$ cat src/rtl/am_insert_timer.sv
// Alignment-marker slot scheduler: counts data-block slots and, at the end of each
// period, claims N_LANES consecutive slots for AM blocks (lane 0 first).
module am_insert_timer #(
   parameter  int N_LANES    = 20,
   parameter  int MAX_WINDOW = 327660,
   localparam int NB_CNT     = $clog2(MAX_WINDOW + 1),
   localparam int NB_LANE    = $clog2(N_LANES)
) (
   input  logic               i_clock,
   input  logic               i_reset,
   input  logic               i_enable,
   input  logic               i_valid,
   input  logic [NB_CNT-1:0]  i_period_limit,
   output logic               o_data_ready,
   output logic               o_am_insert,
   output logic [NB_LANE-1:0] o_am_lane,
   output logic               o_am_start,
   output logic               o_period_done
);

   typedef enum logic {
      ST_DATA   = 1'b0,
      ST_INSERT = 1'b1
   } state_e;

   localparam logic [NB_CNT-1:0]  MAX_LIMIT = NB_CNT'(MAX_WINDOW);
   localparam logic [NB_LANE-1:0] LAST_LANE = NB_LANE'(N_LANES - 1);

   state_e              state_q,    state_d;
   logic [NB_CNT-1:0]   data_cnt_q, data_cnt_d;
   logic [NB_LANE-1:0]  lane_cnt_q, lane_cnt_d;

   logic [NB_CNT-1:0]   lim_clamped;
   logic [NB_CNT-1:0]   last_idx;
   logic                period_end;

   // The live limit is used every slot, so a shrinking limit ends the period at once
   // instead of letting data_cnt wrap; 0 behaves as 1 and oversize values clamp.
   always_comb begin
      lim_clamped = (i_period_limit > MAX_LIMIT) ? MAX_LIMIT : i_period_limit;
      last_idx    = (lim_clamped == '0) ? '0 : lim_clamped - NB_CNT'(1);
      period_end  = (data_cnt_q >= last_idx);
   end

   // NOTE: every next-state variable gets a default first so no path infers a latch.
   always_comb begin
      state_d    = state_q;
      data_cnt_d = data_cnt_q;
      lane_cnt_d = lane_cnt_q;
      if (!i_enable) begin
         state_d    = ST_INSERT;
         data_cnt_d = '0;
         lane_cnt_d = '0;
      end else if (i_valid) begin
         unique case (state_q)
            ST_DATA: begin
               if (period_end) begin
                  state_d    = ST_INSERT;
                  data_cnt_d = '0;
               end else begin
                  data_cnt_d = data_cnt_q + NB_CNT'(1);
               end
            end
            ST_INSERT: begin
               if (lane_cnt_q == LAST_LANE) begin
                  state_d    = ST_DATA;
                  lane_cnt_d = '0;
               end else begin
                  lane_cnt_d = lane_cnt_q + NB_LANE'(1);
               end
            end
            default: state_d = ST_INSERT;
         endcase
      end
   end

   // NOTE: state uses non-blocking assignments; reset is synchronous so the
   // reset state appears on the cycle after i_reset regardless of i_valid.
   always_ff @(posedge i_clock) begin
      if (i_reset) begin
         state_q    <= ST_INSERT;
         data_cnt_q <= '0;
         lane_cnt_q <= '0;
      end else begin
         state_q    <= state_d;
         data_cnt_q <= data_cnt_d;
         lane_cnt_q <= lane_cnt_d;
      end
   end

   // Outputs are decoded from the registered state within the slot; i_enable gates
   // them directly so disabling aborts a burst in the same cycle.
   always_comb begin
      o_am_insert   = i_enable && (state_q == ST_INSERT);
      o_data_ready  = !o_am_insert;
      o_am_lane     = o_am_insert ? lane_cnt_q : '0;
      o_am_start    = o_am_insert && (lane_cnt_q == '0);
      o_period_done = i_enable && (state_q == ST_DATA) && period_end;
   end

endmodule

$ cat config.mk
export PLATFORM = sky130hd
export DESIGN_NAME = am_insert_timer
export DESIGN_NICKNAME = d
export VERILOG_FILES = /design/src/rtl/am_insert_timer.sv
export SDC_FILE = /design/constraint.sdc
export NUM_CORES = 1
export LEC_CHECK = 0
export ABC_AREA = 1
export CORE_ASPECT_RATIO = 1.25
export CORE_MARGIN = 5
export CORE_UTILIZATION = 51
export CTS_CLUSTER_SIZE = 20
export DETAILED_ROUTE_END_ITERATION = 8
export GPL_ROUTABILITY_DRIVEN = 0
export PLACE_DENSITY_LB_ADDON = 0.2
export SLEW_MARGIN = 25
export SYNTH_ARGS = -nofsm -noshare
export SYNTH_HDL_FRONTEND = slang
export SYNTH_SLANG_ARGS = --single-unit
$ cat constraint.sdc
create_clock -name i_clock -period 9.6 [get_ports i_clock]
set_clock_uncertainty 0.2 [all_clocks]
set_input_delay 1.92 -clock i_clock [delete_from_list [all_inputs] [get_ports i_clock]]
set_output_delay 1.92 -clock i_clock [all_outputs]
set_load 0.03 [all_outputs]
After elaboration in Yosys (flattened, before gate mapping). Index checks and enable logic that the tools add are counted.

Output and inout port bits: 9. Logic and storage cells: 29. Flip-flop bits (word level): 25. Input bits: 23.

Multiplexer cells: 8. Add/sub/neg operators: 3. Magnitude comparators: 2. Bitwise logic cells: 2. Reduce and logical (&&, ||, !) cells: 10. Eq/ne operators: 1.

Operators with widths (count): $mux W19 (3); $add A19 B1 Y19 const B (1); $ge A19 B19 Y1 (1); $gt A19 B19 Y1 const B (1); $logic_not A19 Y1 (1); $sub A19 B1 Y19 const B (1); $mux W5 (2); $add A5 B1 Y5 const B (1); $eq A5 B5 Y1 const B (1); $logic_not A5 Y1 (1); $logic_and A1 B1 Y1 (4); $reduce_and A2 Y1 (2); $mux W1 (2); $not A1 Y1 (2); $pmux W1 S2 (1); $reduce_or A2 Y1 (1); $logic_not A1 Y1 (1).

Logic depth before layout (Yosys ltp).
Depth after elaboration: 7. Mapped depth: 32. Mapped depth without buffers: 27.

Worst setup path before layout. OpenSTA, ideal clock, no wires.

Kind: input to output. Start point: in i_period_limit[17]. End point: out o_period_done. Path buffers: 4. Slack: 2.330 ns. Stages on the path: 29. Arrival: 5.150 ns. Path through: nor2_1 -> nand2_2 -> nor2_4 -> nand2_1 -> nand3_1 -> nand2_2 -> buf_6 -> buf_4 -> buf_2 -> nand2_1 -> ha_1 -> inv_1 -> nor2_1 -> nand3_2 -> nor2_4 -> nand2_2 -> nor2_4 -> nand2_4 -> buf_6 -> nand3_2 -> ha_1 -> a21oi_1 -> nor2_1 -> a211oi_1 -> o21ai_0 -> nand2_1 -> nand4_1 -> nand3_1 -> inv_1.

Longest elaborated chain between the ends: 6. Elaborated cells between the ends (all ways): 7. Classes of those cells: add/sub (1); order compare (2); mux (2); reduce/logical (2).

RTL lines: start: declaration (RTL line 13) `input logic [NB_CNT-1:0] i_period_limit,`; $gt A19 B19 Y1 (RTL line 40) `lim_clamped = (i_period_limit > MAX_LIMIT) ? MAX_LIMIT : i_period_limit;`; $mux W19 (*) (RTL line 40); $sub A19 B1 Y19 / $logic_not A19 Y1 (equally long branches) (RTL line 41) `last_idx = (lim_clamped == '0) ? '0 : lim_clamped - NB_CNT'(1);`; $mux W19 (*) (RTL line 41); $ge A19 B19 Y1 (*) (RTL line 42) `period_end = (data_cnt_q >= last_idx);`; $logic_and A1 B1 Y1 (*) (RTL line 98) `o_period_done = i_enable && (state_q == ST_DATA) && period_end;`; end: declaration (RTL line 18) `output logic o_period_done`.

Every way passes the cells marked *; elsewhere a longest branch is shown, timed or not.

Worst setup path after layout.
Start point: in i_period_limit[18]. End point: out o_period_done.

The elaborated chain is that of the path after synthesis.

==> metrics.txt <==
Placeable Area=4765 sq um; post-synthesis xor/xnor area fraction=slightly below 5%; layout cell share with drive strength beyond 1=under 10%; post-synthesis instance total=about 410; mux share of post-synthesis cell area=0%; Final period util=88.23%; # Post-CTS Setup Buffers=0; outcome=complete, no violations; die width=72.97 microns; Worst setup EP type=primary output; full die area=roughly 6500 sq um; CTS tree=built; Worst Path Required=between 7000 and 8000 ps; Yosys reg bits=25; fmax=~120 MHz; Die Y=88.71 microns; drt first pass iters=5; Reg power frac=46.8%; Setup violations, final=0; setup TNS=0 ps; Final Critical Period=~8500 ps; detailed-route via count=2,685; final hold violations=0; Area Overhead vs Synth=15.45%; CP Data Arrival Time=between 6000 and 7000 ps; vias per cell=5.413; Mapped Nets=between 400 and 500; CP startpoint=i_period_limit[18]; number of max-cap violations=0; Ys Warns=0; CTS buffer count=3; Pwr Density=between 70 and 80 nW/um^2; maximum vdd drop=~0.00008 V; cts hold-fix bufs=0; Compound-Gate Fraction of Synth Area=under 10%; Final WS setup=about 1100 ps; max_slew headroom=between 50% and 60%; iteration-0 DRC count of the detailed router=~150; remaining antenna violation count after routing=0; largest net degree at the start of global routing=32; post-DP HPWL=5.109 mm; CP startpoint kind=input port; # port buffers=31; DRC errors left=0; RSZ-0062 raised after global routing=false; root buf cell=clkbuf_8; first-pass GRT wire length=10.69 mm; Unique masters post-synth=32; Net Sw Frac=around 30%; pre-CTS setup slack=roughly 1200 ps; leak pwr=1.325 nW; GRT overflow=0; largest family of logic cells by synthesized area=simple AND/OR/NAND/NOR gates; synthesized area=between 2000 and 3000 sq um; Sink Count=25; floorplan row count=28; CTS clk-pin slew, worst paths=80 ps; worst skew pair latency=270 ps; Synth Area in Adders=11.39%; I/O Pins=32; Final Slew Violations=0; Reg-to-Reg Start=data_cnt_q[8]; hold_sp=data_cnt_q[0]; antenna diode count=0; CTS H-Tree Depth=1; initial core utilization=53.05%; Worst Max-Slew Pin Slew=between 600 and 700 ps; Global Route Usage Sum=approximately a fifth; Setup Crit Path Kind=input port to primary output; worst-path maximum fanout=31; P_sw=between 0.00006 and 0.00007 W; simple-gate portion of the synthesized area=about 46%; Routed wire per std cell=12.52 microns; Int Pwr=around 0.00016 W; post_cts resized=0; Synth Area per Inst=6.225 sq um; class of the worst hold path=register to register; DRT Wirelength=6.212 mm; initial antenna violation count=0; vias in the first global route=2,627; clock buffer depth=2; Clock power frac=27.9%; final net count=just under 500; flop-to-flop setup slack=around 7000 ps; post-synthesis sequential area ratio=about a fifth; Comb power frac=between 20% and 30%; Overall Power=0.0002229 W
[state kept, by name, indices dropped and copies added, names as in the netlist]
register and flops:
data_cnt_q 19, lane_cnt_q 5, state_q 1
[power by group through the flow]
stage          clock network (W)   logic, W  registers [W]
5_1_grt                0.0000676  0.0000629       0.000104
4_1_cts                0.0000650  0.0000560       0.000104
3_3_place_gp                   0  0.0000553       0.000107
6_report               0.0000623  0.0000563       0.000104
3_5_place_dp                   0  0.0000555       0.000107
2_1_floorplan                  0  0.0000353       0.000107
[layout by cell type (no fill, tap or decap), drive strengths merged, types with 2 or more instances in the layout]
| cell type | instances |
|---|---|
| dfxtp | 25 |
| a21oi | 12 |
| clkdlybuf4s50 | 31 |
| nand3 | 48 |
| xor2 | 12 |
| o21ai | 16 |
| nor3 | 14 |
| nand4 | 20 |
| or2 | 2 |
| inv | 62 |
| nor2 | 70 |
| o211ai | 2 |
| nand2 | 86 |
| xnor2 | 2 |
| clkbuf | 4 |
| ha | 23 |
[area by class of cell]
type	count	area, sq um
Fill cell	479	1847
Multi-Input combinational cell	314	1754
Sequential cell	25	500.5
Timing Repair Buffer	31	310.3
Inverter	62	232.7
Tap cell	60	75.07
Clock buffer	4	45.04
[Yosys cell counts (all sizes together)]
library cell | count | area, sq um
dfxtp | 25 | 500.5
a21oi | 12 | 60.06
xor2 | 12 | 105.1
nor3 | 14 | 70.07
xnor2 | 2 | 17.52
a31oi | 1 | 6.260
ha | 23 | 287.8
o21bai | 1 | 7.510
inv | 62 | 232.7
nand4 | 20 | 131.4
or2 | 2 | 12.52
o21a | 1 | 7.510
nor2 | 70 | 300.3
o21ai | 16 | 80.08
nor3b | 1 | 7.510
nor4 | 1 | 6.260
o22ai | 1 | 6.260
buf | 5 | 40.04
o211ai | 2 | 15.01
nand3 | 48 | 285.3
a211oi | 1 | 7.510
nand2 | 86 | 340.3
[worst paths after layout]
kind	end	depth (start not counted)
worst max-delay path	o_period_done	28
worst min-delay path	data_cnt_q[0]	2
worst max register to register	data_cnt_q[0]	10
worst min register to register	data_cnt_q[0]	2
[routing by layer]
metal  vias up  wire [microns]  GRT usage, %
li1       1391               -             -
met1      1194            2584         21.72
met2        73            3127         39.24
met3        27             260         1.932
met4         0             239         10.74
met5         -               0             0
[per-stage QoR]
stage / std cells / util, % / hold slack, ps / instance area [sq um]
2_1_floorplan: 406 / - / 271.4 / 2527
3_3_place_gp: 492 / 60.29 / 285.2 / 2873
3_5_place_dp: 492 / 60.29 / 295.4 / 2873
4_1_cts: 496 / 61.24 / 309.2 / 2918
5_1_grt: 496 / 61.24 / 339.2 / 2918
6_report: 496 / 61.24 / 308.1 / 2918
[worst max-delay path, stage by stage]
cell and delay, ps:
clkdlybuf4s50_1 530, nand2_1 70, inv_1 60, nand2_2 60
nor2_4 140, nand2_1 70, nand3_1 110, nand2_2 330
nand2_1 170, ha_1 170, inv_1 50, nor2_1 110
nand3_2 130, nor2_4 200, nand2_2 120, nor2_4 160
nand2_4 140, nand3_2 100, ha_1 250, a21oi_1 160
nor2_1 50, a211oi_1 170, o21ai_0 140, nand2_1 80
nand4_1 140, nand3_1 110, inv_1 40, clkdlybuf4s50_1 580
[kinds of logic (layout without fill, tap and decap cells)]
| family | count (synthesis) | count (layout) |
|---|---|---|
| and+or+nand+nor | 242 | 242 |
| AOI/OAI and AO/OA | 35 | 35 |
| DFF | 25 | 25 |
| adders and majority gates | 23 | 23 |
| xor gates and xnor gates | 14 | 14 |
| buffers and inverters | 67 | 97 |
(Power assumes the default switching activity.)
